`src/rtl/hebbian_learning_sequencer.sv`:
```
// Hebbian learning sequencer: timed learning windows, epoch counting and byte-serial weight readout.
// Optional saturation detect on streamed entries is enabled by defining HEB_SAT_DETECT_EN.
module hebbian_learning_sequencer #(
  parameter int N             = 7,
  parameter int WINDOW_CYCLES = 16,
  parameter int GAP_CYCLES    = 4,
  parameter int EPOCHS        = 4
) (
  input  logic                clk,
  input  logic                reset_n,
  input  logic                start,
  input  logic                abort,
  input  logic [N-1:0]        spikes_in,
  input  logic [N*N*16-1:0]   weights_flat,
  output logic                learning_enable,
  output logic [N-1:0]        spikes_out,
  output logic                busy,
  output logic [7:0]          epoch_count,
  output logic                rd_valid,
  output logic [7:0]          rd_data,
  input  logic                rd_ready,
  output logic                done,
  output logic                sat_flag
);

  localparam int NB = 2 * N * N;
  localparam int BW = (NB > 1) ? $clog2(NB) : 1;
  localparam int WW = (WINDOW_CYCLES > 1) ? $clog2(WINDOW_CYCLES) : 1;
  localparam int GW = (GAP_CYCLES > 1) ? $clog2(GAP_CYCLES) : 1;

  typedef enum logic [2:0] {
    S_IDLE,
    S_LEARN,
    S_GAP,
    S_READOUT,
    S_DONE
  } state_t;

  state_t          state, next_state;
  logic [WW-1:0]   win_cnt;
  logic [GW-1:0]   gap_cnt;
  logic [BW-1:0]   bidx;
  logic [BW+2:0]   byte_base;
  logic            accept, last_win, last_gap, last_byte, last_epoch, start_accept;

  assign accept       = rd_valid && rd_ready;
  assign last_win     = (win_cnt == WW'(WINDOW_CYCLES - 1));
  assign last_gap     = (gap_cnt == GW'(GAP_CYCLES - 1));
  assign last_byte    = (bidx == BW'(NB - 1));
  assign last_epoch   = (epoch_count == 8'(EPOCHS - 1));
  assign start_accept = (state == S_IDLE) && start && !abort;

  // Byte b of the stream is simply bits [b*8 +: 8]: entries are little-endian and in k order.
  assign byte_base = {bidx, 3'b000};
  assign rd_data   = rd_valid ? weights_flat[byte_base +: 8] : 8'h00;

  always_comb begin
    next_state = state;
    case (state)
      S_IDLE:    if (start) next_state = S_LEARN;
      S_LEARN:   if (last_win) next_state = last_epoch ? S_READOUT : S_GAP;
      S_GAP:     if (last_gap) next_state = S_LEARN;
      S_READOUT: if (accept && last_byte) next_state = S_DONE;
      S_DONE:    next_state = S_IDLE;
      default:   next_state = S_IDLE;
    endcase
    if (abort) next_state = S_IDLE;
  end

  // Outputs are registered from next_state so they line up exactly with the state they describe.
  always_ff @(posedge clk or negedge reset_n) begin
    if (!reset_n) begin
      state           <= S_IDLE;
      win_cnt         <= '0;
      gap_cnt         <= '0;
      bidx            <= '0;
      epoch_count     <= 8'd0;
      learning_enable <= 1'b0;
      spikes_out      <= '0;
      rd_valid        <= 1'b0;
      done            <= 1'b0;
      busy            <= 1'b0;
    end else begin
      state   <= next_state;
      win_cnt <= (state == S_LEARN && next_state == S_LEARN) ? win_cnt + WW'(1) : '0;
      gap_cnt <= (state == S_GAP && next_state == S_GAP) ? gap_cnt + GW'(1) : '0;
      if (state == S_READOUT && next_state == S_READOUT)
        bidx <= accept ? bidx + BW'(1) : bidx;
      else
        bidx <= '0;
      if (start_accept)
        epoch_count <= 8'd0;
      else if (state == S_LEARN && last_win && !abort)
        epoch_count <= epoch_count + 8'd1;
      learning_enable <= (next_state == S_LEARN);
      spikes_out      <= (next_state == S_LEARN) ? spikes_in : '0;
      rd_valid        <= (next_state == S_READOUT);
      done            <= (next_state == S_DONE);
      busy            <= (next_state != S_IDLE);
    end
  end

`ifdef HEB_SAT_DETECT_EN
  logic [BW+2:0] ent_base;
  logic [15:0]   cur_entry;

  // An entry counts as streamed once its high byte is accepted.
  assign ent_base  = byte_base & ~(BW+3)'(8);
  assign cur_entry = weights_flat[ent_base +: 16];

  always_ff @(posedge clk or negedge reset_n) begin
    if (!reset_n)
      sat_flag <= 1'b0;
    else if (start_accept)
      sat_flag <= 1'b0;
    else if (state == S_READOUT && accept && !abort && bidx[0] && cur_entry == 16'h7FFF)
      sat_flag <= 1'b1;
  end
`else
  assign sat_flag = 1'b0;
`endif

endmodule
```
`config.mk`:
```
export PLATFORM = sky130hd
export DESIGN_NAME = hebbian_learning_sequencer
export DESIGN_NICKNAME = d
export VERILOG_FILES = /design/src/rtl/hebbian_learning_sequencer.sv
export SDC_FILE = /design/constraint.sdc
export NUM_CORES = 1
export LEC_CHECK = 0
export ABC_AREA = 1
export CAP_MARGIN = 25
export CORE_AREA = 4 4 322 324
export DETAILED_ROUTE_END_ITERATION = 8
export DIE_AREA = 0 0 326 328
export PLACE_DENSITY_LB_ADDON = 0.1
export SLEW_MARGIN = 20
export SYNTH_ARGS = -nofsm -noshare
export SYNTH_HDL_FRONTEND = slang
export SYNTH_SLANG_ARGS = --single-unit
```
`constraint.sdc`:
```
create_clock -name clk -period 4.04 [get_ports clk]
set_clock_uncertainty 0.1 [all_clocks]
set_input_delay 0.808 -clock clk [delete_from_list [all_inputs] [get_ports clk]]
set_output_delay 0.808 -clock clk [all_outputs]
set_load 0.005 [all_outputs]
```
==> results.sh, run 1 <==
export IMPL_final_hold_violation_count=0
export IMPL_cts_tree="done"
export IMPL_pwr_share_seq=0.178
export IMPL_cts_sinks=35
export IMPL_finalNetCount=4066
export IMPL_worst_r2r_cell_count=13
export IMPL_irDropWorstVdd_mv=0.1363
export IMPL_cp_endpoint="rd_data[2]"
export IMPL_die_w_microns=326
export IMPL_final_antenna_net_count=0
export IMPL_fmax_mhz=247.9
export IMPL_grt_setup_unrepaired="yes"
export IMPL_synth_nets=3231
export IMPL_drv_slew=0
export IMPL_critPathLaunch="bidx[0]$_DFFE_PN0P_"
export IMPL_grt_max_degree=57
export IMPL_place_area_sq_um=21540
export IMPL_cts_hold_buf=0
export IMPL_cp_arrival_ps=3130
export IMPL_hold_path_class="input port to async pin"
export IMPL_r2r_slack_ps=1340
export IMPL_cap_viol_max_count=0
export IMPL_combinationalPowerShare=0.601
export IMPL_firstDrtPassIters=5
export IMPL_p_leak_uw=0.01090
export IMPL_cp_max_fo=7
export IMPL_yosys_warnings=0
export IMPL_placed_cells=4607
export IMPL_worstReg2RegStart="bidx[0]$_DFFE_PN0P_"
export IMPL_stdcell_area_sq_um=22310
export IMPL_final_cells=4646
export IMPL_fin_crit_ps=4035
export IMPL_seq_area_frac_synth=0.07959
export IMPL_core_sq_um=101200
export IMPL_numPortBuffers=822
export IMPL_worstMarginPinSlew_ps=619.4
export IMPL_cts_buffer_depth=2
export IMPL_relSlewSlack=0.5866
export IMPL_p_per_area_nw_per_um2=94.60
export IMPL_vias_per_cell=3.812
export IMPL_rows=117
export IMPL_yosysUniqueCellTypes=32
export IMPL_cts_root_buf="clkbuf_16"
export IMPL_grt_usage=0.1906
export IMPL_critPathCaptureType="primary output"
export IMPL_period_share=0.9986
export IMPL_syn_cell_area_sq_um=11000
export IMPL_antenna_found_initial=37
export IMPL_crit_type="flop to primary output"
export IMPL_die_area_sq_um=106900
export IMPL_cp_required_ps=3130
export IMPL_routed_wl_microns=108800
export IMPL_grt_pass1_vias=18260
export IMPL_syn2layout_area_growth_pct=102.8
export IMPL_start_util=0.1088
export IMPL_gp_congestion=0.8476
export IMPL_gr_total_overflow=0
export IMPL_cts_htree_levels=2
export IMPL_synth_seq_cells=35
export IMPL_drtIter0Drc=764
export IMPL_syn_mean_instance_area_sq_um=4.529
export IMPL_die_h_microns=328
export IMPL_drc=0
export IMPL_grt_pass1_wl_microns=144600
export IMPL_wl_per_cell_microns=23.41
export IMPL_drive_above_1_share=0.07440
export IMPL_vias=17710
export IMPL_hpwl_microns=90800
export IMPL_internal_power_uw=1499
export IMPL_setup_violations_final=0
export IMPL_status="complete, no violations"
export IMPL_p_sw_uw=611.3
export IMPL_power_clock_fraction=0.221
export IMPL_cts_inserted_buffers=5
export IMPL_clock_latency_ps=290
export IMPL_cts_clk_slew_worst_paths_ps=70
export IMPL_worst_r2r_endpoint="bidx[1]$_DFFE_PN0P_"
export IMPL_pin_count=824
export IMPL_sw_frac_of_total=0.2896
export IMPL_start_kind="flop"
export IMPL_synth_cells=2430
[metal layers]
metal  track usage  up-vias  part of all wire
met1        0.2285     8153              0.42
met2        0.3614      471              0.52
li1              -     8991                 -
met5             0        -            0.0018
met4       0.01457       30            0.0064
met3       0.03995       66             0.055
[worst min-delay path by stage]
stage | end | depth (start not counted)
2_1_floorplan | gap_cnt[0]$_DFF_PN0_ | 1
3_3_place_gp | gap_cnt[0]$_DFF_PN0_ | 1
3_5_place_dp | gap_cnt[0]$_DFF_PN0_ | 1
4_1_cts | gap_cnt[0]$_DFF_PN0_ | 1
5_1_grt | win_cnt[1]$_DFF_PN0_ | 1
6_report | win_cnt[1]$_DFF_PN0_ | 1
[cells in the final DEF (no fill, tap or decap), drive strengths merged]
cell type / netlist / routed
nor2: 293 / 293
inv: 362 / 362
o21ai: 158 / 158
nand3b: 1 / 1
nand4: 4 / 4
bufinv: 0 / 1
xnor2: 1 / 1
dlymetal6s2s: 0 / 2
nor4: 2 / 2
buf: 133 / 160
clkinv: 0 / 1
nor3: 11 / 11
nor3b: 2 / 2
a211oi: 1 / 1
clkbuf: 23 / 12
nand3: 271 / 271
clkinvlp: 0 / 1
nand2: 1066 / 1066
diode: 0 / 12
a21oi: 56 / 56
xor2: 5 / 5
bufbuf: 0 / 1
conb: 1 / 1
clkdlybuf4s50: 0 / 814
dfrtp: 35 / 35
ha: 5 / 5
[metrics by stage]
| stage | power, uW | hold WS, ps | utilization | worst slack [ps] | TNS [ps] |
|---|---|---|---|---|---|
| detailed placement | 1651 | 326.8 | 0.2130 | -508.8 | -1648 |
| floorplan | 669.0 | 307.9 | - | 1611 | 0 |
| global route | 2256 | 350.4 | 0.2205 | -151.5 | -186.0 |
| global placement | 1651 | 328.1 | 0.2130 | -523.6 | -1844 |
| finish | 2111 | 328.6 | 0.2206 | 5.478 | 0 |
| CTS | 2147 | 343.3 | 0.2170 | -180.4 | -570.8 |
[worst max-delay path: stages, from the launching register on]
cell and delay, ps:
dfrtp_4 560, clkbuf_16 220, buf_12 130, buf_16 150, buf_12 120, nand2_1 40, nand2_1 60, nand2_1 60
a21oi_1 200, buf_4 160, nor2_1 50, nand2_1 50, nand3_1 70, nand2_1 60, nand2_1 100, nor2_4 230
clkdlybuf4s50_1 540
[synthesized netlist by cell type, drive strengths merged]
| master | count | share of area |
|---|---|---|
| nor4 | 2 | 0.0011 |
| nor3 | 11 | 0.0055 |
| xor2 | 5 | 0.0040 |
| inv | 362 | 0.12 |
| nand3b | 1 | 0.00068 |
| conb | 1 | 0.00034 |
| nand4 | 4 | 0.0028 |
| nand3 | 271 | 0.12 |
| nor2 | 293 | 0.11 |
| nor3b | 2 | 0.0014 |
| clkbuf | 23 | 0.0078 |
| ha | 5 | 0.0057 |
| dfrtp | 35 | 0.080 |
| a211oi | 1 | 0.00068 |
| o21ai | 158 | 0.072 |
| xnor2 | 1 | 0.00080 |
| buf | 133 | 0.072 |
| a21oi | 56 | 0.025 |
| nand2 | 1066 | 0.37 |
[cell type report]
class / instances / area (sq um)
well taps: 1368 / 1712
flip-flops and latches: 35 / 883.3
clock buffers: 6 / 128.9
repair inverters: 1 / 11.26
diodes: 12 / 30.03
inverters: 362 / 1398
clock inverters: 2 / 37.54
repair buffers: 983 / 10070
fillers: 11910 / 78840
multi-input cells: 1877 / 8041
[sequential cells by signal (all words and copies together) (netlist names), 2 cells and up]
| name | cells |
|---|---|
| gap_cnt | 2 |
| epoch_count | 8 |
| state | 3 |
| win_cnt | 4 |
| bidx | 7 |
| spikes_out | 7 |
[what timing repair did]
action                                  CTS  global route
gates resized for setup                  45            40
cloned                                    2             5
endpoints found under the setup margin    8             7
pin swaps                                 2             6
buffers inserted                          4             8
[power by group through the flow]
stage,combinational [uW],sequential (uW),clock (uW)
5_1_grt,1390,377,493
4_1_cts,1290,376,486
2_1_floorplan,288,381,0
6_report,1270,375,467
3_5_place_dp,1270,382,0
3_3_place_gp,1270,382,0
[kinds of logic after synthesis]
family          Yosys count  synth area share
simple gates           1650            0.6073
buf+inv                 518            0.2043
compound gates          215           0.09801
flops                    35           0.07959
xor+xnor                  6          0.004775
fa+ha+maj                 5          0.005685
other cells               1         0.0003408
No activity file was read; power rests on OpenSTA's default activity.
==> inputs of run 2 (changes only) <==
- CAP_MARGIN: 25 -> 10
- CORE_AREA: 4 4 322 324 -> 4 4 321 323
- DIE_AREA: 0 0 326 328 -> 0 0 325 327
- SLEW_MARGIN: 20 -> 40
- clock period: 4.04 -> 4.2 ns (I/O delays scaled with it)
==> run 2 against run 1 <==
Clock power is 17% lower. Largest power group unchanged. Count of clock-buffer cells in the layout down 1. Power is 7.8% lower. Largest cell class unchanged. Final cell count shrank 2.2%. Die area is 0.61% lower. Via count fell by 1.1%. Utilization down 0.28 points. First-iteration DRC count rose by 7.7%. Non-clock buffer count is 42 lower. Global-route usage rose by 0.19 points.
==> results.sh, run 2 (synthesized netlist as in run 1, its figures left out) <==
export IMPL_status="complete, no violations"
export IMPL_period_share=0.9736
export IMPL_cts_sinks=35
export IMPL_cap_viol_max_count=0
export IMPL_power_clock_fraction=0.199
export IMPL_drtIter0Drc=823
export IMPL_grt_max_degree=57
export IMPL_grt_usage=0.1925
export IMPL_grtUsageMet3=0.04714
export IMPL_grt_pass1_wl_microns=145700
export IMPL_fillers=11790
export IMPL_pin_count=824
export IMPL_gr_total_overflow=0
export IMPL_wl_per_cell_microns=23.83
export IMPL_rows=116
export IMPL_irDropWorstVdd_mv=0.1179
export IMPL_combinationalPowerShare=0.615
export IMPL_cts_htree_levels=2
export IMPL_final_antenna_net_count=0
export IMPL_start_kind="flop"
export IMPL_vias=17520
export IMPL_drc=0
export IMPL_cts_tree="done"
export IMPL_cp_required_ps=3260
export IMPL_grt_pass1_vias=18440
export IMPL_top_register="epoch_count"
export IMPL_internal_power_uw=1375
export IMPL_numPortBuffers=822
export IMPL_cp_arrival_ps=3150
export IMPL_vias_per_cell=3.858
export IMPL_globalRouteMet1Util=0.2258
export IMPL_fin_setup_tns_ps=0
export IMPL_placed_cells=4506
export IMPL_routed_wl_microns=108200
export IMPL_antenna_found_initial=45
export IMPL_grt_busiest_layer="met2"
export IMPL_hpwl_microns=90650
export IMPL_worst_r2r_cell_count=10
export IMPL_cts_root_buf="clkbuf_16"
export IMPL_sw_frac_of_total=0.2931
export IMPL_fin_crit_ps=4089
export IMPL_holdPathStages=1
export IMPL_relSlewSlack=0.5537
export IMPL_clock_latency_ps=290
export IMPL_finalNetCount=4024
export IMPL_drv_slew=0
export IMPL_die_h_microns=327
export IMPL_p_leak_uw=0.01065
export IMPL_cts_clk_slew_worst_paths_ps=70
export IMPL_reg_largest_list="epoch_count x8, bidx x7, spikes_out x7"
export IMPL_core_sq_um=99860
export IMPL_crit_type="flop to primary output"
export IMPL_setup_violations_final=0
export IMPL_cp_max_fo=25
export IMPL_cts_buffer_depth=2
export IMPL_firstDrtPassIters=5
export IMPL_largest_reg_flops=8
export IMPL_drive_above_1_share=0.05893
export IMPL_p_sw_uw=570.3
export IMPL_syn2layout_area_growth_pct=97.64
export IMPL_worstMarginPinSlew_ps=668.7
export IMPL_critPathCaptureType="primary output"
export IMPL_seqCellArea_sq_um=883.3
export IMPL_gp_congestion=0.8615
export IMPL_grt_setup_unrepaired="yes"
export IMPL_final_cell_mix="nand2_1 (1,057), clkdlybuf4s50_1 (814), inv_1 (356)"
export IMPL_cts_inserted_buffers=5
export IMPL_die_area_sq_um=106300
export IMPL_die_w_microns=325
export IMPL_fmax_mhz=244.6
export IMPL_p_per_area_nw_per_um2=89.46
export IMPL_worstReg2RegStart="bidx[1]$_DFFE_PN0P_"
export IMPL_pwr_share_seq=0.186
export IMPL_min_delay_start="gap_cnt[0]$_DFF_PN0_"
export IMPL_r2r_slack_ps=1840
export IMPL_start_util=0.1102
export IMPL_hold_path_class="flop to flop"
export IMPL_cts_hold_buf=0
export IMPL_critPathLaunch="bidx[0]$_DFFE_PN0P_"
export IMPL_final_cells=4542
export IMPL_final_common_cell="nand2_1"
export IMPL_use_met2=0.3588
export IMPL_multi_input_area_sq_um=8009
export IMPL_final_hold_violation_count=0
run 2: routing by layer:
| metal | part of all wire | vias up | routed length [microns] |
|---|---|---|---|
| met3 | 0.060 | 84 | 6508 |
| met4 | 0.013 | 40 | 1413 |
| met2 | 0.51 | 502 | 55230 |
| li1 | - | 8925 | - |
| met1 | 0.41 | 7971 | 44850 |
| met5 | 0.0023 | - | 244 |
run 2: worst max-delay path, cell delays in order, from the launching register on:
cell	delay [ps]
dfrtp_4	580
buf_8	190
bufbuf_16	320
nand2_1	80
nand3_1	120
a21oi_4	270
nor2_1	80
nand2_1	100
nand2_1	100
nor2_4	140
nor2_1	90
nor2_4	150
buf_4	130
clkdlybuf4s50_1	490
run 2: path summary, 6_finish.rpt:
check / to
max: rd_data[5]
min in group asynchronous: spikes_out[0]$_DFF_PN0_
min reg2reg: gap_cnt[0]$_DFF_PN0_
min: gap_cnt[0]$_DFF_PN0_
max reg2reg: spikes_out[6]$_DFF_PN0_
max in group asynchronous: bidx[1]$_DFFE_PN0P_
run 2: power by group through the flow:
| stage | registers [uW] | clock network, uW | logic, uW |
|---|---|---|---|
| 2_1_floorplan | 367 | 0 | 277 |
| 3_3_place_gp | 368 | 0 | 1200 |
| 3_5_place_dp | 369 | 0 | 1200 |
| 4_1_cts | 363 | 400 | 1220 |
| 5_1_grt | 365 | 413 | 1310 |
| 6_report | 362 | 387 | 1200 |
run 2: metrics by stage:
stage          area, sq um  hold WS (ps)  utilization  setup slack [ps]  total power (uW)
2_1_floorplan        11000         307.9            -              1739             643.5
5_1_grt              21740         372.4       0.2177            -77.22              2092
3_5_place_dp         21220         322.9       0.2125            -535.8              1572
6_report             21750         341.0       0.2178             111.0              1946
4_1_cts              21520         339.9       0.2156            -71.23              1980
3_3_place_gp         21210         328.0       0.2124            -562.3              1572
run 2: cell type report:
| type | count | area share |
|---|---|---|
| inverters | 362 | 0.06455 |
| flip-flops and latches | 35 | 0.04062 |
| multi-input cells | 1877 | 0.3683 |
| repair buffers | 941 | 0.4424 |
| diodes | 20 | 0.002301 |
| clock inverters | 3 | 0.0009205 |
| well taps | 1298 | 0.07467 |
| clock buffers | 5 | 0.005753 |
| repair inverters | 1 | 0.0005178 |
run 2: what timing repair did:
item	in CTS	in global routing
buffers inserted	0	4
endpoints found under the setup margin	7	4
gates cloned	1	3
resized for setup	46	23
pin swaps	1	1
